**config.mk**
```make
export PLATFORM = sky130hd
export DESIGN_NAME = truth_table_sweeper
export DESIGN_NICKNAME = d
export VERILOG_FILES = /design/src/rtl/truth_table_sweeper.sv
export SDC_FILE = /design/constraint.sdc
export NUM_CORES = 1
export LEC_CHECK = 0
export CAP_MARGIN = 20
export CORE_UTILIZATION = 43
export CTS_CLUSTER_DIAMETER = 150
export CTS_CLUSTER_SIZE = 24
export DETAILED_ROUTE_END_ITERATION = 7
export PLACE_DENSITY = 0.79
export SYNTH_ARGS = -nofsm -noshare
export SYNTH_HDL_FRONTEND = slang
export SYNTH_SLANG_ARGS = --single-unit
```
**constraint.sdc**
```tcl
create_clock -name clk -period 2.5 [get_ports clk]
set_input_delay 0.25 -clock clk [delete_from_list [all_inputs] [get_ports clk]]
set_output_delay 0.25 -clock clk [all_outputs]
set_load 0.02 [all_outputs]
```
**src/rtl/truth_table_sweeper.sv**
```systemverilog
// Sweeps all 16 input vectors through four implementations of a 4-input function and
// compares them with a reference truth table. Define STOP_ON_ERR_EN to end on the first mismatch.
module truth_table_sweeper #(
   parameter int SETTLE = 1
) (
   input  logic        clk,
   input  logic        rst,
   input  logic        start,
   input  logic [15:0] expected,
   output logic        a,
   output logic        b,
   output logic        c,
   output logic        d,
   input  logic [3:0]  s_in,
   output logic        busy,
   output logic        done,
   output logic        pass,
   output logic [4:0]  err_count,
   output logic [3:0]  err_mask,
   output logic [3:0]  first_err_idx,
   output logic        first_err_vld
);

   typedef enum logic [2:0] {
      S_IDLE,
      S_DRIVE,
      S_SETTLE,
      S_SAMPLE,
      S_DONE
   } state_t;

   localparam logic [3:0] SETTLE_LAST = 4'(SETTLE - 1);

   state_t     state, state_nx;
   logic [3:0] idx;
   logic [3:0] settle_cnt;
   logic [3:0] m;
   logic       mis;

   assign m   = s_in ^ {4{expected[idx]}};
   assign mis = |m;

   // The stimulus is the vector index itself, so the inputs stay put after the sweep.
   assign {a, b, c, d} = idx;
   assign busy = (state == S_DRIVE) || (state == S_SETTLE) || (state == S_SAMPLE);
   assign done = (state == S_DONE);

   always_ff @(posedge clk) begin
      if (rst) state <= S_IDLE;
      else     state <= state_nx;
   end

   always_comb begin
      state_nx = state;
      case (state)
         S_IDLE:   if (start) state_nx = S_DRIVE;
         S_DRIVE:  state_nx = (SETTLE > 0) ? S_SETTLE : S_SAMPLE;
         S_SETTLE: if (settle_cnt == SETTLE_LAST) state_nx = S_SAMPLE;
         S_SAMPLE: begin
            if (idx == 4'd15) state_nx = S_DONE;
`ifdef STOP_ON_ERR_EN
            else if (mis)     state_nx = S_DONE;
`endif
            else              state_nx = S_DRIVE;
         end
         S_DONE:   state_nx = S_IDLE;
         default:  state_nx = S_IDLE;
      endcase
   end

   always_ff @(posedge clk) begin
      if (rst) begin
         idx           <= '0;
         settle_cnt    <= '0;
         pass          <= 1'b0;
         err_count     <= '0;
         err_mask      <= '0;
         first_err_idx <= '0;
         first_err_vld <= 1'b0;
      end else begin
         case (state)
            S_IDLE: if (start) begin
               idx           <= '0;
               pass          <= 1'b0;
               err_count     <= '0;
               err_mask      <= '0;
               first_err_vld <= 1'b0;
            end
            S_DRIVE:  settle_cnt <= '0;
            S_SETTLE: settle_cnt <= settle_cnt + 4'd1;
            S_SAMPLE: begin
               if (mis) begin
                  err_count <= err_count + 5'd1;
                  err_mask  <= err_mask | m;
                  if (!first_err_vld) begin
                     first_err_idx <= idx;
                     first_err_vld <= 1'b1;
                  end
               end
               if (state_nx == S_DRIVE) idx <= idx + 4'd1;
               // Verdict is settled on entry to DONE so it is visible alongside the done pulse.
               if (state_nx == S_DONE)  pass <= (err_count == 5'd0) && !mis;
            end
            default: ;
         endcase
      end
   end

endmodule

```
==> flow_summary.toml, run 1 <==
[outcome]
status = "complete, no violations"

[setup_path]
r2r_start = "idx[2]$_SDFFE_PP0P_"
r2r_cells = 5
end_kind = "flop"
worstSetupPathType = "flop to flop"
crit_start = "idx[2]$_SDFFE_PP0P_"
reg2reg_slack_ns = 0.04
cp-start-kind = "flop"
worst-endpoint-arrival_ns = 2.72
r2r_end = "first_err_idx[0]$_SDFFE_PP0P_"
required_ns = 2.76
critPathMaxFanout = 6

[finish]
drive_gt1_share_pct = 14.1
diodes = 0
layout.cells.non_filler = 280
synthToLayoutAreaGrowth_pct = 39.3
nets = 263

[die]
die_area_um2 = 3860
num_rows = 21
coreArea_um2 = 3390
io_pins = 44
initial_core_util_pct = 45.9
die_h_um = 62.2
die_w_um = 62.2

[yosys]
synth.avg_cell_area_um2 = 8.37
ys_ff_latch = 26
synthesis.nets = 214
yosysWarnings = 0
yosysUniqueCellTypes = 41
syn-cell-area_um2 = 1560
synthCells = 186
yosysSeqAreaShare_pct = 33.4

[pwr]
pwr_density_cell_nw_per_um2 = 440
power_uw = 954
p_comb_share_pct = 21.3
p_sw_share_pct = 27.2
pwr-share-clk_pct = 30.6
leakage_uw = 0.000772
power_frac_seq_pct = 48.1
switchingPower_uw = 260
ir_drop_uv = 213
p_int_uw = 694

[detailed_routing]
wl_per_cell_um = 14.1
initialDrtViolationCount = 58
post-route-drc-count = 0
avgViaCountPerCell = 5.63
finalWirelength_um = 3940
routed-via-count = 1577
ant_nets = 0
drt_pass1_iterations = 4

[placement]
io_buffer_count = 43
dp_hpwl_um = 2780
dp.cells = 272
gp_congestion = 0.822

[clock_tree]
path_clk_slew_ns = 0.16
clock_tree.root_cell = "clkbuf_4"
cts_tree = "yes"
h-tree-depth = 1
cts_sinks = 26
cts_made_buffers = 3
cts_buffer_depth = 2
clk_latency_ns = 0.33

[global_routing]
met1_usage_pct = 28.4
gr-usage-all-layers_pct = 21.0
met3_usage_pct = 4.04
grt_pass1_vias = 1404
grt_max_degree = 17
grt-ovfl-total = 0
top_usage_layer = "met2"
grt_pass1_wl_um = 6600
use_met2_pct = 34.3
grt_antenna_before_repair = 0

[sta]
max_clock_freq_mhz = 407
grt_setup_unrepaired = "true"
holdWs_ns = 0.450
setup_tns_ns = 0
slew_headroom_pct = 66.0
worst_pin_slew_ns = 0.510
finClkSkew_ns = 0.0161
maxSlewViolCount = 0
layout_min_cycle_time_ns = 2.46
timing.final.crit_share_pct = 98.3
hold_viol = 0
finalSetupViolations = 0

[worst_hold_path]
min_to = "err_mask[1]$_SDFFE_PP0P_"
hp-class = "flop to flop"
worstHoldPathCells = 2
hp-start = "err_mask[1]$_SDFFE_PP0P_"

[run]
cap_violations = 0
[flip-flops by register name (all words and copies together) (netlist names)]
signal,cells
pass,1
state,3
first_err_vld,1
first_err_idx,4
err_mask,4
err_count,5
idx,4
settle_cnt,4
[how the worst max path moves through the flow]
stage / end / slack [ns]
floorplan: first_err_idx[0]$_SDFFE_PP0P_ / -0.04
global placement: first_err_idx[1]$_SDFFE_PP0P_ / -0.1
detailed placement: first_err_idx[0]$_SDFFE_PP0P_ / -0.16
CTS: first_err_idx[0]$_SDFFE_PP0P_ / 0.005
global route: first_err_idx[0]$_SDFFE_PP0P_ / -0.01
finish: first_err_idx[0]$_SDFFE_PP0P_ / 0.04
[power groups by stage]
stage / clock network (uW) / registers (uW) / logic, uW
after floorplan: 0 / 451 / 127
after global placement: 0 / 466 / 192
after detailed placement: 0 / 467 / 195
after CTS: 301 / 458 / 196
after global routing: 316 / 464 / 224
final: 292 / 459 / 203
[through the flow]
step                      utilization (%)  cell area (um^2)  worst slack (ns)
after floorplan                         -              1560           -0.0371
after global placement               60.6              2060           -0.0955
after detailed placement             60.6              2060            -0.158
after CTS                            62.4              2120           0.00483
after global routing                 64.0              2170           -0.0122
final                                64.0              2170            0.0422
[layout by cell type, fill, tap and decap left out, types with 2 or more instances in the layout]
master / count
nor3_1: 9
mux2i_1: 4
clkdlybuf4s50_1: 43
nand3_1: 5
buf_4: 13
o21ai_0: 4
a31oi_1: 3
nor4b_1: 3
inv_1: 8
o31ai_1: 2
nor4_1: 3
nand3b_1: 3
a21oi_1: 16
and2_1: 4
nor2_1: 23
dfxtp_1: 25
a32o_1: 2
or4_4: 2
mux4_2: 5
nand4_1: 3
o31ai_2: 2
xnor2_1: 5
a21oi_2: 2
ha_1: 5
nand4b_1: 2
nand2_1: 13
clkbuf_4: 3
o21ai_1: 5
[cells in the mapped netlist, drive strengths merged]
master / number / area [um^2]
a211oi: 1 / 7.51
a21o: 1 / 7.51
a21oi: 18 / 90.1
a311o: 1 / 10.0
a31oi: 3 / 18.8
a32o: 2 / 20.0
a41oi: 1 / 8.76
and2: 4 / 25.0
and3b: 1 / 8.76
and4: 1 / 8.76
and4b: 1 / 10.0
buf: 5 / 33.8
clkbuf: 7 / 26.3
dfxtp: 26 / 521
ha: 5 / 62.6
inv: 9 / 33.8
mux2: 1 / 15.0
mux2i: 5 / 53.8
mux4: 5 / 113
nand2: 13 / 48.8
nand2b: 1 / 6.26
nand3: 5 / 25.0
nand3b: 3 / 22.5
nand4: 3 / 18.8
nand4b: 2 / 17.5
nor2: 23 / 86.3
nor3: 9 / 45.0
nor3b: 1 / 7.51
nor4: 3 / 18.8
nor4b: 3 / 26.3
o21ai: 9 / 45.0
o2bb2ai: 1 / 8.76
o311ai: 1 / 8.76
o31ai: 4 / 30.0
or4: 2 / 15.0
xnor2: 5 / 43.8
xor2: 1 / 8.76
[what timing repair did]
item | CTS | global route
buffers inserted | 1 | 3
hold buffers | 0 | 0
pin swaps | 0 | 0
gates resized for setup | 0 | 7
setup endpoints to repair | 1 | 3
[worst max-delay path, stage by stage, from the launching register on]
cell     delay (ns)
dfxtp_4        0.43
mux4_2         0.53
mux4_2         0.53
mux2_4         0.35
or4_4          0.42
a21oi_2        0.13
[cells by family (layout without fill, tap and decap cells)]
logic type,after synthesis,count (layout),share of synthesized area (%)
xor gates and xnor gates,6,6,3.38
buffers and inverters,21,69,6.03
muxes,11,11,11.7
AOI/OAI and AO/OA,42,42,16.4
and+or+nand+nor,75,75,25.1
adders and majority gates,5,5,4.02
DFF,26,26,33.4
[per-layer routing]
metal | vias to the layer above | part of all wire, %
li1 | 773 | -
met1 | 738 | 46
met2 | 62 | 45
met3 | 4 | 7.8
met4 | 0 | 0.89
met5 | - | 0
[area by class of cell]
| type | count | area, um^2 |
|---|---|---|
| Sequential cell | 26 | 524 |
| Tap cell | 46 | 57.6 |
| Clock inverter | 1 | 30.0 |
| Fill cell | 285 | 1220 |
| Inverter | 9 | 33.8 |
| Clock buffer | 3 | 22.5 |
| Multi-Input combinational cell | 139 | 972 |
| Timing Repair Buffer | 56 | 528 |
(Power assumes the default switching activity.)
==> inputs of run 2 (changes only) <==
- ABC_AREA: default -> 1
- CAP_MARGIN: 20 -> default
- CORE_UTILIZATION: 43 -> 45
- PLACE_DENSITY: 0.79 -> 0.78
- clock period: 2.5 -> 2.4 ns (I/O delays scaled with it)
==> flow_summary.toml, run 2 <==
[clock_tree]
cts_buffer_depth = 2
h-tree-depth = 1
clk_latency_ns = 0.34
cts_made_buffers = 3
clock_tree.root_cell = "clkbuf_4"
postCtsSetupRepairBufs = 0
cts_tree = "yes"
ctsResizeCount = 0
path_clk_slew_ns = 0.16
cts_sinks = 26
ctsHoldBuffers = 0

[detailed_routing]
finalWirelength_um = 3600
routed-via-count = 1606
drt_pass1_iterations = 4
avgViaCountPerCell = 4.81
ant_nets = 0
initialDrtViolationCount = 52
post-route-drc-count = 0
wl_per_cell_um = 10.8

[yosys]
yosysMostFrequentCell = "nand2_1"
synthesis.nets = 272
synth_top_area_share_pct = 32.2
synth.area.top_cells = "dfxtp_1 (32%), nand2_1 (13%), inv_1 (11%)"
synth_largest_area_cell = "dfxtp_1"
synth.avg_cell_area_um2 = 6.62
yosysUniqueCellTypes = 29
ys_ff_latch = 26
synthFlopType = "dfxtp_1"
synth_common_cells = "nand2_1 (56), inv_1 (49), dfxtp_1 (26)"
synthCells = 244
syn-cell-area_um2 = 1620
synth_edf_count = 0
synthArstFlopShare_pct = 0
yosysSeqAreaShare_pct = 32.2
yosysWarnings = 0

[finish]
final_area_um2 = 2140
final_common_cell = "nand2_1"
largest_reg_flops = 5
multi_input_area_um2 = 857
regMostFlops = "err_count"
diodes = 0
layout_common_cells = "nand2_1 (56), inv_1 (49), clkdlybuf4s50_1 (43)"
drive_gt1_share_pct = 7.99
seq_area_um2 = 520
final_core_util_pct = 63.0
synthToLayoutAreaGrowth_pct = 32.2
n_fill_cell = 321
nets = 317

[placement]
dp_hpwl_um = 2730
io_buffer_count = 43
dpl_cell_area_um2 = 2080
gp_congestion = 0.820
dp_slack_ns = 0.299

[setup_path]
worst-endpoint-arrival_ns = 2.34
cp-start-kind = "flop"
cp_top_family = "simple AND/OR/NAND/NOR gates"
end_kind = "flop"
worst-path-buf-inv = 1
critPathSlowestCell = "dfxtp_1"
cpMostUsedCell = "nand2_1"
r2r_cells = 12
worstSetupPathType = "flop to flop"
critPathMaxFanout = 13
path_cells = "inv_1 > nand3_1 > nand3_1 > nand3_4 > nand2_4 > nand2_1 > nand2_1 > nor2_4 > nand3_2 > nand2_1 > nor2_1 > nor2_1"
required_ns = 2.69
critical_path_depth = 12
slowest_delay_ns = 0.52

[global_routing]
grt_antenna_before_repair = 0
grt_pass1_wl_um = 5750
gr-usage-all-layers_pct = 19.9
grt-ovfl-total = 0
grt_pass1_vias = 1385
grt_max_degree = 16

[die]
num_rows = 21
die_h_um = 61.9
io_pins = 44
die_area_um2 = 3830
coreArea_um2 = 3390
die_w_um = 61.9
initial_core_util_pct = 47.7

[sta]
setup_ws_ns = 0.350
grt_setup_unrepaired = "false"
hold_viol = 0
layout_min_cycle_time_ns = 2.05
finalSetupViolations = 0
setup_tns_ns = 0
holdWs_ns = 0.461
maxSlewViolCount = 0
timing.final.crit_share_pct = 85.4
slew_headroom_pct = 74.3
worst_pin_slew_ns = 0.385
max_clock_freq_mhz = 488
finClkSkew_ns = 0.0135

[outcome]
status = "complete, no violations"

[worst_hold_path]
hp-class = "flop to flop"
worstHoldPathCells = 2

[run]
cap_violations = 0

[pwr]
leakage_uw = 0.000949
ir_drop_uv = 319
pwr_density_cell_nw_per_um2 = 526
-- run 2: cell types whose count changed in the layout (fill, tap and decap cells not counted), sizes merged, moves of 6 or more --
cell   delta
buf       -9
nand3    +28
inv      +41
nand2    +46
nor3      -6
-- run 2: cell families after synthesis --
logic type | after synthesis | share of synthesized area (%)
XOR/XNOR | 2 | 1.08
flip-flops | 26 | 32.2
adder cells (fa/ha/maj) | 5 | 3.87
AND/OR/NAND/NOR | 128 | 39.2
buffers and inverters | 57 | 14.7
AO/OA/AOI/OAI | 26 | 8.91
-- run 2: layer usage --
layer	track usage, %	vias up	wire, um
met5	0	-	0
met4	4.76	0	40
met3	2.07	7	186
met2	36.1	51	1730
met1	25.1	691	1640
li1	-	857	-
-- run 2: worst paths after layout --
path | start | endpoint | slack (ns)
hold / removal | err_mask[1]$_SDFFE_PP0P_ | err_mask[1]$_SDFFE_PP0P_ | 0.46
hold reg to reg | err_mask[1]$_SDFFE_PP0P_ | err_mask[1]$_SDFFE_PP0P_ | 0.46
setup reg to reg | idx[1]$_SDFFE_PP0P_ | err_count[0]$_SDFFE_PP0P_ | 0.35
setup / recovery | idx[1]$_SDFFE_PP0P_ | err_count[0]$_SDFFE_PP0P_ | 0.35
-- run 2: layout make-up --
class / count / area share [%]
clock inverter: 1 / 1.41
tap: 46 / 2.69
sequential: 26 / 24.4
clock buffer: 3 / 1.05
timing repair buffer: 47 / 21.6
multi-input combinational: 161 / 40.1
inverter: 50 / 8.79
-- run 2: through the flow --
step                      cells  power [uW]
after floorplan             244         698
after global placement      330         817
after detailed placement    330         823
after CTS                   334        1130
after global routing        334        1180
final                       334        1120
-- run 2: power breakdown --
group          total, uW  internal (uW)  switching (uW)
logic                327            147             180
clock network        310            169             141
registers            487            461            26.2
-- run 2: tightest hold or removal path: stages (launching register included) --
cell	delay, ns
dfxtp_1	0.34
inv_1	0.05
a21oi_1	0.05
==> inputs of run 3 (changes only) <==
- SKIP_CTS_REPAIR_TIMING: default -> 1
==> results of run 3 <==
No change in the layout: final DEF, timing and power equal those of run 2.
